File: config.mk
export PLATFORM = sky130hd
export DESIGN_NAME = pipelined_csel_adder
export DESIGN_NICKNAME = d
export VERILOG_FILES = /design/src/rtl/pipelined_csel_adder.sv
export SDC_FILE = /design/constraint.sdc
export NUM_CORES = 1
export LEC_CHECK = 0
export ABC_AREA = 1
export BUFFER_PORTS_ARGS = -buffer_cell sky130_fd_sc_hd__clkbuf_2
export CAP_MARGIN = 5
export CORE_UTILIZATION = 53
export CTS_BUF_LIST = sky130_fd_sc_hd__clkbuf_2
export CTS_CLUSTER_DIAMETER = 200
export DETAILED_ROUTE_END_ITERATION = 12
export GPL_TIMING_DRIVEN = 0
export PLACE_DENSITY = 0.79
export SETUP_SLACK_MARGIN = 0.02
export SKIP_LAST_GASP = 1
export SYNTH_ARGS = -nofsm -noshare
export SYNTH_HDL_FRONTEND = slang
export SYNTH_SLANG_ARGS = --single-unit
File: constraint.sdc
create_clock -name clk -period 2.44 [get_ports clk]
set_input_delay 0.244 -clock clk [delete_from_list [all_inputs] [get_ports clk]]
set_output_delay 0.244 -clock clk [all_outputs]
set_load 0.01 [all_outputs]
File: src/rtl/pipelined_csel_adder.sv
// Pipelined carry-select add/subtract unit with optional signed saturation.
// The block chain is split evenly over STAGES registered stages with a
// valid/ready handshake on both sides and bubble-collapsing stage valids.
//
// Ports:
//   clk, rst            - rising-edge clock, async active-high reset
//   in_valid/in_ready   - operand handshake (a, b, cin, sub, sat)
//   out_valid/out_ready - result handshake (sum, cout, overflow)
//   sub                 - 1: a - b - cin (cin acts as borrow-in)
//   sat                 - 1: clamp sum to signed range on overflow
//   cout                - raw carry out of MSB (sub: 1 = no borrow)
//   overflow            - signed overflow, before saturation
module pipelined_csel_adder #(
    parameter int WIDTH  = 32,
    parameter int BLOCK  = 4,
    parameter int STAGES = 2
) (
    input  logic             clk,
    input  logic             rst,
    input  logic             in_valid,
    output logic             in_ready,
    input  logic [WIDTH-1:0] a,
    input  logic [WIDTH-1:0] b,
    input  logic             cin,
    input  logic             sub,
    input  logic             sat,
    output logic             out_valid,
    input  logic             out_ready,
    output logic [WIDTH-1:0] sum,
    output logic             cout,
    output logic             overflow
);

    localparam int NBLK = WIDTH / BLOCK;
    localparam int BPS  = NBLK / STAGES;
    localparam int L    = STAGES - 1;

    typedef struct packed {
        logic [WIDTH-1:0] s;
        logic             c;
    } part_t;

    // Adds the BPS blocks owned by group g on top of partial sum p.
    // Each block precomputes both carry-in cases; the incoming carry
    // only drives the final mux, so the ripple is one mux per block.
    function automatic part_t add_grp(
        input logic [WIDTH-1:0] x,
        input logic [WIDTH-1:0] y,
        input logic [WIDTH-1:0] p,
        input logic             ci,
        input int               g
    );
        part_t          r;
        logic [BLOCK:0] r0;
        logic [BLOCK:0] r1;
        int             lo;
        r.s = p;
        r.c = ci;
        for (int j = 0; j < BPS; j++) begin
            lo = (g * BPS + j) * BLOCK;
            r0 = {1'b0, x[lo+:BLOCK]} + {1'b0, y[lo+:BLOCK]};
            r1 = {1'b0, x[lo+:BLOCK]} + {1'b0, y[lo+:BLOCK]}
               + {{BLOCK{1'b0}}, 1'b1};
            r.s[lo+:BLOCK] = r.c ? r1[BLOCK-1:0] : r0[BLOCK-1:0];
            r.c = r.c ? r1[BLOCK] : r0[BLOCK];
        end
        return r;
    endfunction

    // Per-stage state: operands (b already conditioned for sub),
    // partial sum, carry into the next group and the sat request.
    logic [WIDTH-1:0] a_q   [STAGES];
    logic [WIDTH-1:0] a_d   [STAGES];
    logic [WIDTH-1:0] b_q   [STAGES];
    logic [WIDTH-1:0] b_d   [STAGES];
    logic [WIDTH-1:0] s_q   [STAGES];
    logic [WIDTH-1:0] s_d   [STAGES];
    logic             c_q   [STAGES];
    logic             c_d   [STAGES];
    logic             sat_q [STAGES];
    logic             sat_d [STAGES];
    logic [STAGES-1:0] v_q;
    logic [STAGES-1:0] v_d;
    logic [STAGES-1:0] ld_en;

    logic [WIDTH-1:0] b_eff;
    logic             c0;
    logic             nxt_ok;
    part_t            p;

    logic [WIDTH-1:0] raw;
    logic             msb_cin;
    logic             ovf;

    always_comb begin
        b_eff = sub ? ~b : b;
        c0    = sub ? ~cin : cin;

        // A stage may load when empty or when its content moves on.
        nxt_ok = out_ready;
        ld_en  = '0;
        for (int k = STAGES - 1; k >= 0; k--) begin
            ld_en[k] = !v_q[k] || nxt_ok;
            nxt_ok   = ld_en[k];
        end

        a_d   = a_q;
        b_d   = b_q;
        s_d   = s_q;
        c_d   = c_q;
        sat_d = sat_q;
        v_d   = v_q;

        v_d[0] = ld_en[0] ? in_valid : v_q[0];
        p = add_grp(a, b_eff, '0, c0, 0);
        if (ld_en[0] && in_valid) begin
            a_d[0]   = a;
            b_d[0]   = b_eff;
            s_d[0]   = p.s;
            c_d[0]   = p.c;
            sat_d[0] = sat;
        end

        for (int k = 1; k < STAGES; k++) begin
            v_d[k] = ld_en[k] ? v_q[k-1] : v_q[k];
            p = add_grp(a_q[k-1], b_q[k-1], s_q[k-1], c_q[k-1], k);
            if (ld_en[k] && v_q[k-1]) begin
                a_d[k]   = a_q[k-1];
                b_d[k]   = b_q[k-1];
                s_d[k]   = p.s;
                c_d[k]   = p.c;
                sat_d[k] = sat_q[k-1];
            end
        end
    end

    always_ff @(posedge clk or posedge rst) begin
        if (rst) begin
            v_q <= '0;
            for (int k = 0; k < STAGES; k++) begin
                a_q[k]   <= '0;
                b_q[k]   <= '0;
                s_q[k]   <= '0;
                c_q[k]   <= 1'b0;
                sat_q[k] <= 1'b0;
            end
        end else begin
            v_q   <= v_d;
            a_q   <= a_d;
            b_q   <= b_d;
            s_q   <= s_d;
            c_q   <= c_d;
            sat_q <= sat_d;
        end
    end

    // Carry into the MSB is recovered from the MSB sum bit itself.
    always_comb begin
        raw     = s_q[L];
        msb_cin = a_q[L][WIDTH-1] ^ b_q[L][WIDTH-1] ^ raw[WIDTH-1];
        ovf     = msb_cin ^ c_q[L];
        sum     = raw;
        if (sat_q[L] && ovf) begin
            sum = a_q[L][WIDTH-1] ? {1'b1, {(WIDTH-1){1'b0}}}
                                  : {1'b0, {(WIDTH-1){1'b1}}};
        end
    end

    assign overflow  = ovf;
    assign cout      = c_q[L];
    assign out_valid = v_q[L];
    assign in_ready  = ld_en[0];

endmodule

==> results.toml <==
[synth]
ys_warn_count = 0
synth_area_per_cell_um2 = 7.74
yosysTopAreaCellShare_pct = 37.3
ys_async_sr_fraction_pct = 100
ys_ff_latch = 88
syn-cell-area_um2 = 5910
yosys.area.top_type = "dfrtp_1"
yosys_most_used_dff = "dfrtp_1"
synth.distinct_cells = 36
postSynthCellCount = 763
synth_edf_count = 0
synth_area_leaders = "dfrtp_1 37%, nand2_1 17%, ha_1 8.5%, inv_1 5.1%, xnor2_1 4.6%"
synth_seq_area_share_pct = 37.3
syn_nets = 882

[place]
place_area_um2 = 6680
place_ws_ps = -401
dp_hpwl_um = 10200
finalWeightedCongestion = 0.835
place_inst = 1010
port_buffers = 105

[worst_setup_path]
reg2regPathDepth = 14
path_cells = "ha_2 > fa_1 > ha_2 > nand2_2 > nor2_2 > nand3_1 > nand2_2 > nand2_2 > nand2_4 > nand3_2 > nand2_4 > nand2_1 > nand3_1 > o21ai_1"
cp_slowest_stage_delay_ps = 520
cp.depth = 14
slowest_stage = "fa_1"
crit_fanout = 8
cpMostUsedCell = "nand2_2"
cp.required_ps = 2910
crit_family = "simple AND/OR/NAND/NOR gates"
start_kind = "flop"
crit_path_end_kind = "flop"
cp_num_buf_inv = 0
criticalPathCategory = "reg -> reg"
cp.arrival_ps = 2950

[drt]
avgRoutedWirePerCell_um = 13.3
post_drt_via_cell_ratio = 4.98
drtIter0Drc = 258
antenna_left = 0
drtPass1Iterations = 4
drc = 0
via_count = 5383
routed_wl_um = 14300

[sta]
finalSetupViolCount = 2
min_period_ps = 2470
grt_setup_unrepaired = "true"
hold_viol_final = 0
slew-limit-headroom_pct = 64.1
fin_ws_ps = -34.8
clock_skew_ps = 17.3
final_max_slew_viol_count = 0
whs_ps = 127
fmax_mhz = 404
totalNegativeSetupSlack_ps = -63.0
fin_crit_sh_pct = 101
tightest_slew_ps = 539

[final_layout]
final_common_cell = "nand2_1"
final_cell_mix = "247 x nand2_1, 91 x clkbuf_2, 88 x dfrtp_1"
final_util_pct = 69.7
final_area_um2 = 7560
drive_above_1_share_pct = 22.3
multiInputGateArea_um2 = 3460
final_cells = 1081
layout.nets = 1055
num-fill-cells = 888
regArea_um2 = 2200
area_growth_pct = 27.9

[floorplanning]
die-area_um2 = 11600
ios = 107
fp.coreArea_um2 = 10800
initial_core_util_pct = 54.5
num_rows = 38
die_w_um = 108
die_h_um = 108

[grt]
grt_pass1_vias = 4926
grt_max_degree = 43
track_usage_pct = 25.1
overflow = 0
grt_pass1_wl_um = 22500
grt_antenna_before_repair = 1

[clock_network]
clk_latency_ps = 550
clk_pin_slew_ps = 230
cts.sinks = 88
cts_buffers = 9
h-tree-depth = 3
clockRootBuffer = "clkbuf_2"
cts_max_path_buffers = 2
cts_tree = "built"

[power_and_ir_drop]
ir_drop_uv = 740
power_density_nw_per_um2 = 946
static-leakage-power_nw = 4.04
total_power_mw = 7.15

[min_path]
hold_path_class = "in -> reg"
holdPathStages = 5

[flow_run]
drv_cap = 0

[outcome]
status = "finished with violations"
violations = "negative setup slack"
==> per-layer routing <==
layer / GRT usage, % / vias to the layer above / wire length [µm]
li1: - / 2771 / -
met5: 0 / - / 0
met2: 42.0 / 137 / 6850
met3: 3.15 / 23 / 542
met1: 33.5 / 2452 / 6660
met4: 8.51 / 0 / 289
==> sequential cells by signal, summed over array words and instances (netlist names) <==
| signal | flops |
|---|---|
| v_q | 2 |
| raw | 32 |
| p | 16 |
| a_q | 17 |
| b_q | 17 |
| sat_q | 2 |
| cout | 1 |
| c_q | 1 |
==> cells by family (layout without fill, tap and decap cells) <==
| family | count (synthesis) | after routing | synth area share (%) |
|---|---|---|---|
| other cells | 0 | 1 | 0 |
| fa+ha+maj | 48 | 48 | 11.2 |
| compound gates | 89 | 89 | 7.98 |
| buf+inv | 108 | 285 | 7.14 |
| simple gates | 371 | 371 | 27.7 |
| xor+xnor | 59 | 59 | 8.74 |
| flops | 88 | 88 | 37.3 |
==> cell usage after synthesis, types with 2 or more instances <==
master    count
ha_1         40
nand2_1     261
nor2_1       27
xnor2_1      31
xor2_1       28
nand3b_1      2
clkbuf_1     18
inv_2         2
o21ai_0      48
nand2_2       5
dfrtp_1      88
nor3_1        4
nand3_2       3
nand2_4       8
nand4_1       7
a31oi_1       7
nand3_1      45
buf_2         7
o21ai_1      10
a21oi_1      16
inv_1        80
o211ai_1      2
o22ai_1       3
fa_1          8
nand2_8       2
==> final timing paths <==
kind	from	endpoint	slack [ps]
setup / recovery	a_q[48]	raw[28]	-30
hold / removal	cin	p[1]	130
setup reg to reg	a_q[48]	raw[28]	-30
hold reg to reg	p[15]	raw[14]	510
max in group asynchronous	rst	raw[11]	1770
min in group asynchronous	rst	b_q[51]	180
==> timing repair <==
item	CTS	global route
endpoints found under the hold margin	122	0
endpoints found under the setup margin	38	45
hold buffers	37	0
pin swaps	6	10
cloned	0	3
gates resized for setup	13	92
buffers inserted	10	6
==> worst reg2reg max path: cells and delay by family (launching register included) <==
family	cells	cell delay (ps)
flops	1	430
fa+ha+maj	3	900
simple gates	10	960
compound gates	1	90
==> power breakdown <==
group	switching, mW	internal [mW]
Combinational	2.38	1.96
Clock	0.487	0.133
Sequential	0.285	1.90
Total	3.16	3.99
==> layout make-up <==
class | count | area share, %
Multi-Input combinational cell | 567 | 45.8
Sequential cell | 88 | 29.1
Timing Repair Buffer | 163 | 15.4
Inverter | 82 | 4.19
Tap cell | 140 | 2.32
Buffer | 25 | 1.99
Clock buffer | 10 | 0.662
Clock inverter | 5 | 0.447
Antenna cell | 1 | 0.0331
Power figures use the tool's default switching activity.
